$ cat src/rtl/mul_div_unit.sv
// ---------------------------------------------------------------------------
// mul_div_unit
//   Iterative multiply/divide unit for the MIPS32 EX stage. It executes
//   MULT/MULTU/DIV/DIVU one bit per cycle and owns the architectural HI/LO
//   registers, which MTHI/MTLO can also write while the unit is idle.
//   Latency is fixed: start accepted at edge E0, new HI/LO and done visible
//   in the cycle after edge E0+WIDTH+1.
//
// Ports
//   clk          clock, rising edge
//   rst          synchronous reset, active-high, highest priority
//   start        operation request, accepted only while busy=0
//   op[1:0]      0=MULT 1=MULTU 2=DIV 3=DIVU
//   a, b         operands (rs, rt); only sampled in the start cycle
//   hi_we,lo_we  MTHI/MTLO strobes, ignored while busy=1
//   wdata        MTHI/MTLO data
//   busy         operation in progress
//   done         one-cycle pulse when new HI/LO are valid
//   div_by_zero  set with done when a divide had b=0, cleared on next start
//   hi, lo       HI/LO registers
// ---------------------------------------------------------------------------
module mul_div_unit #(
    parameter int WIDTH = 32
) (
    input  logic             clk,
    input  logic             rst,
    input  logic             start,
    input  logic [1:0]       op,
    input  logic [WIDTH-1:0] a,
    input  logic [WIDTH-1:0] b,
    input  logic             hi_we,
    input  logic             lo_we,
    input  logic [WIDTH-1:0] wdata,
    output logic             busy,
    output logic             done,
    output logic             div_by_zero,
    output logic [WIDTH-1:0] hi,
    output logic [WIDTH-1:0] lo
);

    localparam int CW = $clog2(WIDTH);
    localparam int PW = 2 * WIDTH;

    typedef enum logic [1:0] {
        ST_IDLE  = 2'd0,
        ST_RUN   = 2'd1,
        ST_FIXUP = 2'd2
    } state_t;

    // Two's complement negate of v when neg is set.
    function automatic logic [WIDTH-1:0] cond_neg(input logic [WIDTH-1:0] v, input logic neg);
        return neg ? (~v + WIDTH'(1)) : v;
    endfunction

    // Same as cond_neg for the double-width product.
    function automatic logic [PW-1:0] cond_neg_wide(input logic [PW-1:0] v, input logic neg);
        return neg ? (~v + PW'(1)) : v;
    endfunction

    state_t            state_r;
    state_t            state_s;
    logic [CW-1:0]     cnt_r;
    logic              is_div_r;
    logic [WIDTH-1:0]  opa_r;        // |a|: multiplicand, or dividend kept for b=0
    logic [WIDTH-1:0]  opb_r;        // |b|: divisor
    logic [PW-1:0]     prod_r;       // mul: {partial, multiplier}; div: {remainder, dividend/quotient}
    logic              neg_lo_r;     // product sign, or quotient sign
    logic              neg_hi_r;     // remainder sign (dividend sign) for DIV
    logic              bzero_r;
    logic              busy_r;
    logic              done_r;
    logic              dbz_r;
    logic [WIDTH-1:0]  hi_r;
    logic [WIDTH-1:0]  lo_r;

    logic              accept_s;
    logic              signed_s;
    logic [WIDTH-1:0]  a_mag_s;
    logic [WIDTH-1:0]  b_mag_s;
    logic [WIDTH:0]    mul_sum_s;
    logic [PW-1:0]     mul_next_s;
    logic [WIDTH:0]    div_shift_s;
    logic [WIDTH:0]    div_diff_s;
    logic [PW-1:0]     div_next_s;
    logic [PW-1:0]     prod_fix_s;
    logic [WIDTH-1:0]  res_hi_s;
    logic [WIDTH-1:0]  res_lo_s;

    // Operand preparation and one iteration of shift-add / restoring divide.
    always_comb begin
        accept_s    = start && (state_r == ST_IDLE);
        signed_s    = ~op[0];
        a_mag_s     = cond_neg(a, signed_s & a[WIDTH-1]);
        b_mag_s     = cond_neg(b, signed_s & b[WIDTH-1]);
        // Multiply: add multiplicand into the upper half when the current
        // multiplier bit (LSB) is set, then shift the whole product right.
        mul_sum_s   = {1'b0, prod_r[PW-1:WIDTH]}
                    + (prod_r[0] ? {1'b0, opa_r} : {(WIDTH+1){1'b0}});
        mul_next_s  = {mul_sum_s, prod_r[WIDTH-1:1]};
        // Divide: shift the next dividend bit into the remainder and try to
        // subtract; a borrow (MSB set) means restore and shift in a 0.
        div_shift_s = {prod_r[PW-1:WIDTH], prod_r[WIDTH-1]};
        div_diff_s  = div_shift_s - {1'b0, opb_r};
        if (div_diff_s[WIDTH]) begin
            div_next_s = {div_shift_s[WIDTH-1:0], prod_r[WIDTH-2:0], 1'b0};
        end else begin
            div_next_s = {div_diff_s[WIDTH-1:0], prod_r[WIDTH-2:0], 1'b1};
        end
    end

    // Sign correction applied during FIXUP; b=0 divides bypass the datapath.
    always_comb begin
        prod_fix_s = cond_neg_wide(prod_r, neg_lo_r);
        if (!is_div_r) begin
            res_hi_s = prod_fix_s[PW-1:WIDTH];
            res_lo_s = prod_fix_s[WIDTH-1:0];
        end else if (bzero_r) begin
            res_hi_s = cond_neg(opa_r, neg_hi_r);
            res_lo_s = {WIDTH{1'b1}};
        end else begin
            res_hi_s = cond_neg(prod_r[PW-1:WIDTH], neg_hi_r);
            res_lo_s = cond_neg(prod_r[WIDTH-1:0], neg_lo_r);
        end
    end

    // Next-state logic: IDLE -> RUN (WIDTH cycles) -> FIXUP -> IDLE.
    always_comb begin
        state_s = state_r;
        case (state_r)
            ST_IDLE: begin
                if (start) begin
                    state_s = ST_RUN;
                end else begin
                    state_s = ST_IDLE;
                end
            end
            ST_RUN: begin
                if (cnt_r == CW'(WIDTH - 1)) begin
                    state_s = ST_FIXUP;
                end else begin
                    state_s = ST_RUN;
                end
            end
            ST_FIXUP: state_s = ST_IDLE;
            default:  state_s = ST_IDLE;
        endcase
    end

    // State register.
    always_ff @(posedge clk) begin
        if (rst) begin
            state_r <= ST_IDLE;
        end else begin
            state_r <= state_s;
        end
    end

    // Operand latch, iteration counter and datapath accumulator.
    always_ff @(posedge clk) begin
        if (rst) begin
            cnt_r    <= {CW{1'b0}};
            is_div_r <= 1'b0;
            opa_r    <= {WIDTH{1'b0}};
            opb_r    <= {WIDTH{1'b0}};
            prod_r   <= {PW{1'b0}};
            neg_lo_r <= 1'b0;
            neg_hi_r <= 1'b0;
            bzero_r  <= 1'b0;
        end else if (accept_s) begin
            cnt_r    <= {CW{1'b0}};
            is_div_r <= op[1];
            opa_r    <= a_mag_s;
            opb_r    <= b_mag_s;
            prod_r   <= {{WIDTH{1'b0}}, (op[1] ? a_mag_s : b_mag_s)};
            neg_lo_r <= signed_s & (a[WIDTH-1] ^ b[WIDTH-1]);
            neg_hi_r <= signed_s & op[1] & a[WIDTH-1];
            bzero_r  <= (b == {WIDTH{1'b0}});
        end else if (state_r == ST_RUN) begin
            cnt_r    <= cnt_r + CW'(1);
            prod_r   <= is_div_r ? div_next_s : mul_next_s;
        end
    end

    // Architectural HI/LO plus registered handshake outputs.
    always_ff @(posedge clk) begin
        if (rst) begin
            hi_r   <= {WIDTH{1'b0}};
            lo_r   <= {WIDTH{1'b0}};
            busy_r <= 1'b0;
            done_r <= 1'b0;
            dbz_r  <= 1'b0;
        end else begin
            busy_r <= (state_s != ST_IDLE);
            done_r <= (state_r == ST_FIXUP);
            if (state_r == ST_FIXUP) begin
                hi_r  <= res_hi_s;
                lo_r  <= res_lo_s;
                dbz_r <= is_div_r & bzero_r;
            end else begin
                if (!busy_r && hi_we) begin
                    hi_r <= wdata;
                end
                if (!busy_r && lo_we) begin
                    lo_r <= wdata;
                end
                if (accept_s) begin
                    dbz_r <= 1'b0;
                end
            end
        end
    end

    assign busy        = busy_r;
    assign done        = done_r;
    assign div_by_zero = dbz_r;
    assign hi          = hi_r;
    assign lo          = lo_r;

endmodule

$ cat config.mk
export PLATFORM = sky130hd
export DESIGN_NAME = mul_div_unit
export DESIGN_NICKNAME = d
export VERILOG_FILES = /design/src/rtl/mul_div_unit.sv
export SDC_FILE = /design/constraint.sdc
export NUM_CORES = 1
export LEC_CHECK = 0
export CAP_MARGIN = 20
export CELL_PAD_IN_SITES_DETAIL_PLACEMENT = 1
export CELL_PAD_IN_SITES_GLOBAL_PLACEMENT = 1
export CORE_MARGIN = 5
export CORE_UTILIZATION = 47
export DETAILED_ROUTE_END_ITERATION = 8
export PLACE_DENSITY = 0.95
export SYNTH_ARGS = -nofsm -noshare
export SYNTH_HDL_FRONTEND = slang
export SYNTH_SLANG_ARGS = --single-unit
$ cat constraint.sdc
create_clock -name clk -period 10.5 [get_ports clk]
set_clock_uncertainty 0.05 [all_clocks]
set_input_delay 1.575 -clock clk [delete_from_list [all_inputs] [get_ports clk]]
set_output_delay 1.575 -clock clk [all_outputs]
set_load 0.02 [all_outputs]
==> metrics.txt <==
result of the run=complete, no violations; area taken by multi-input logic gates=12300 µm²; count of final setup violators=0; WP data arrival=5.14 ns; maximum fanout encountered on the critical timing path=6; critical path class=in2reg; final critical-path required period=4.81 ns; post-CTS resize count=0; count of endpoints failing hold in the final timing report=0; average instance area after synthesis=7.30 µm²; proportion of power drawn by the clock network=34.0%; Sink Count=206; starting density of the core=47.6%; clock tree from TritonCTS=done; number of instances in the synthesized netlist=2390; routability-driven placement congestion ratio=0.974; number of design-rule violations left by the first detailed-router iteration=2016; count of port buffers added during placement=169; share of final-layout standard cells stronger than drive strength 1=4.63%; Final TNS setup=0 ns; sw frac=37.5%; largest net degree at the start of global routing=97; cell at the root of the clock tree=sky130_fd_sc_hd__clkbuf_16; fin util=55.0%; width of the die=203 µm; worst slack after detailed placement=5.24 ns; sort of element at the end of the critical path=register; CP startpoint kind=input port; total track usage=36.2%; unrepaired setup endpoints after global routing=false; async set-or-reset flop fraction in the synthesized netlist=0%; Max Buffers Root-to-Sink=3; DRC violations left=0; slack of the critical path=5.69 ns; Hold/Removal Path Class=reg2reg; total of max-cap violations=0; total inserted antenna cells=0; Layout fillers=4566; vias in the first global route=20.6k; Slew Viols, Final=0; leading cell types by total area after synthesis=sky130_fd_sc_hd__dfxtp_1 (24%), sky130_fd_sc_hd__xnor2_1 (6.7%), sky130_fd_sc_hd__a211oi_1 (6.1%); NetSw=1060 µW; Worst Max-Slew Pin Slew=1.09 ns; area share of the largest cell type after synthesis=23.7%; Rows=70; count of H-tree levels built during CTS=1; number of nets in the finished design=2602; relative slew slack=27.0%; Total Die Area=41000 µm²; maximum ir drop on the vdd rail=0.109 mV; final critical-path share of the clock period=45.8%; Fmax=0.208 GHz; TritonRoute pass-1 iters=8; post-synthesis cell area=17400 µm²; via count=20.1k; share of total power in combinational logic=32.6%; most common cell after layout, fill and taps aside=sky130_fd_sc_hd__nor2_1; Internal Power=1760 µW; global-route wire length before repair=119000 µm; quantity of hold-fixing buffers added after cts=0; synthesis warning total=0; overflow left after global routing=0; Num CTS Buffers=25; placeable core area=36600 µm²; antenna violations before repair=5; vertical die dimension=203 µm; DP HPWL=57700 µm; setup bufs post-CTS=0; top library cells by usage in the layout, fill and taps aside=sky130_fd_sc_hd__nor2_1 (260), sky130_fd_sc_hd__nand2_1 (229), sky130_fd_sc_hd__dfxtp_1 (202); final antenna-violating net count=0; DR vias/cell=6.92; wire length after detailed routing=79000 µm; post-layout power=2830 µW; area growth from synthesis to layout=15.4%; count of distinct cell types in the synthesized netlist=80; Seq pwr share=33.4%; P_leak=0.00746 µW; portion of the post-synthesis area used by sequential elements=23.7%; clock latency at the later pin of the worst-skew pair=0.55 ns; #FFs+latches synth=206; dominant synthesized flop cell=sky130_fd_sc_hd__dfxtp_1; Reg clk slew, reported paths=0.06 ns; WP data required=10.83 ns; cell accounting for the most synthesized area=sky130_fd_sc_hd__dfxtp_1; sequential standard cell area=4130 µm²; number of enable-type register cells in the synthesized netlist=0; net count of the mapped netlist=2566; per-cell routed wire length=27.1 µm; Top Ports=170; cell area power density=140 nW/µm²
[critical path: stages]
cell and delay [ns]:
sky130_fd_sc_hd__clkdlybuf4s50_1 0.47, sky130_fd_sc_hd__inv_1 0.11, sky130_fd_sc_hd__ha_1 0.20, sky130_fd_sc_hd__or4b_1 0.48
sky130_fd_sc_hd__or3_1 0.41, sky130_fd_sc_hd__or3_1 0.47, sky130_fd_sc_hd__or3_1 0.46, sky130_fd_sc_hd__o41ai_1 0.34
sky130_fd_sc_hd__xor2_1 0.25, sky130_fd_sc_hd__o22ai_1 0.10, sky130_fd_sc_hd__o21ai_0 0.18, sky130_fd_sc_hd__a21oi_1 0.09
[kinds of logic after synthesis]
kind of cell / after synthesis / share of synthesized area [%]
simple gates: 808 / 21.9
compound gates: 762 / 28.9
buf+inv: 265 / 5.76
xor+xnor: 206 / 10.3
flops: 206 / 23.7
fa+ha+maj: 73 / 5.32
mux: 70 / 4.12
[final timing paths]
path / depth (start not counted) / slack (ns) / from / end
setup / recovery: 12 / 5.69 / b[0] / prod_r[30]
hold reg to reg: 2 / 0.46 / lo[21] / lo[21]
setup reg to reg: 13 / 5.97 / prod_r[31] / prod_r[63]
hold / removal: 2 / 0.46 / lo[21] / lo[21]
[cells in the mapped netlist (29+ instances only)]
| master | n |
|---|---|
| sky130_fd_sc_hd__mux2i_1 | 65 |
| sky130_fd_sc_hd__nand2_1 | 229 |
| sky130_fd_sc_hd__ha_1 | 71 |
| sky130_fd_sc_hd__o211ai_1 | 42 |
| sky130_fd_sc_hd__xnor2_1 | 133 |
| sky130_fd_sc_hd__a21oi_1 | 172 |
| sky130_fd_sc_hd__dfxtp_1 | 206 |
| sky130_fd_sc_hd__nand3_1 | 38 |
| sky130_fd_sc_hd__a211oi_1 | 141 |
| sky130_fd_sc_hd__inv_1 | 77 |
| sky130_fd_sc_hd__clkbuf_1 | 171 |
| sky130_fd_sc_hd__a311oi_1 | 33 |
| sky130_fd_sc_hd__o21ai_0 | 156 |
| sky130_fd_sc_hd__o31ai_1 | 29 |
| sky130_fd_sc_hd__nor2_1 | 261 |
| sky130_fd_sc_hd__nor3_1 | 45 |
| sky130_fd_sc_hd__nor4_1 | 29 |
| sky130_fd_sc_hd__xor2_1 | 73 |
| sky130_fd_sc_hd__and2_1 | 38 |
[power groups by stage]
stage | Combinational [µW] | Sequential (µW) | Clock [µW]
2_1_floorplan | 576 | 914 | 0
4_1_cts | 896 | 935 | 960
3_3_place_gp | 841 | 945 | 0
5_1_grt | 976 | 945 | 995
3_5_place_dp | 875 | 950 | 0
6_report | 921 | 944 | 961
[registers in the layout, indices dropped and copies added, names as in the netlist, 2 cells and up]
| register | count |
|---|---|
| opa_r | 32 |
| opb_r | 32 |
| prod_r | 64 |
| lo | 32 |
| cnt_r | 5 |
| state_r | 2 |
| hi | 32 |
[final cells by class]
class / instances / area share [%]
Tap cell: 468 / 2.91
Clock inverter: 9 / 0.759
Clock buffer: 35 / 3.64
Sequential cell: 206 / 20.5
Multi-Input combinational cell: 1919 / 61.3
Timing Repair Buffer: 195 / 9.37
Inverter: 79 / 1.47
[per-layer routing]
metal	GRT usage [%]	part of all wire, %
met3	5.85	8.8
met1	44.8	39
met2	59.8	46
met5	0	0.052
met4	20.8	6.9
[stage by stage]
step,hold WS [ns],cells,cell area (µm²)
global route,0.470,2911,20100
finish,0.457,2911,20100
global placement,0.396,2867,19200
detailed placement,0.420,2867,19200
floorplan,0.391,2390,17400
CTS,0.449,2911,20100
No activity file was read; power rests on OpenSTA's default activity.
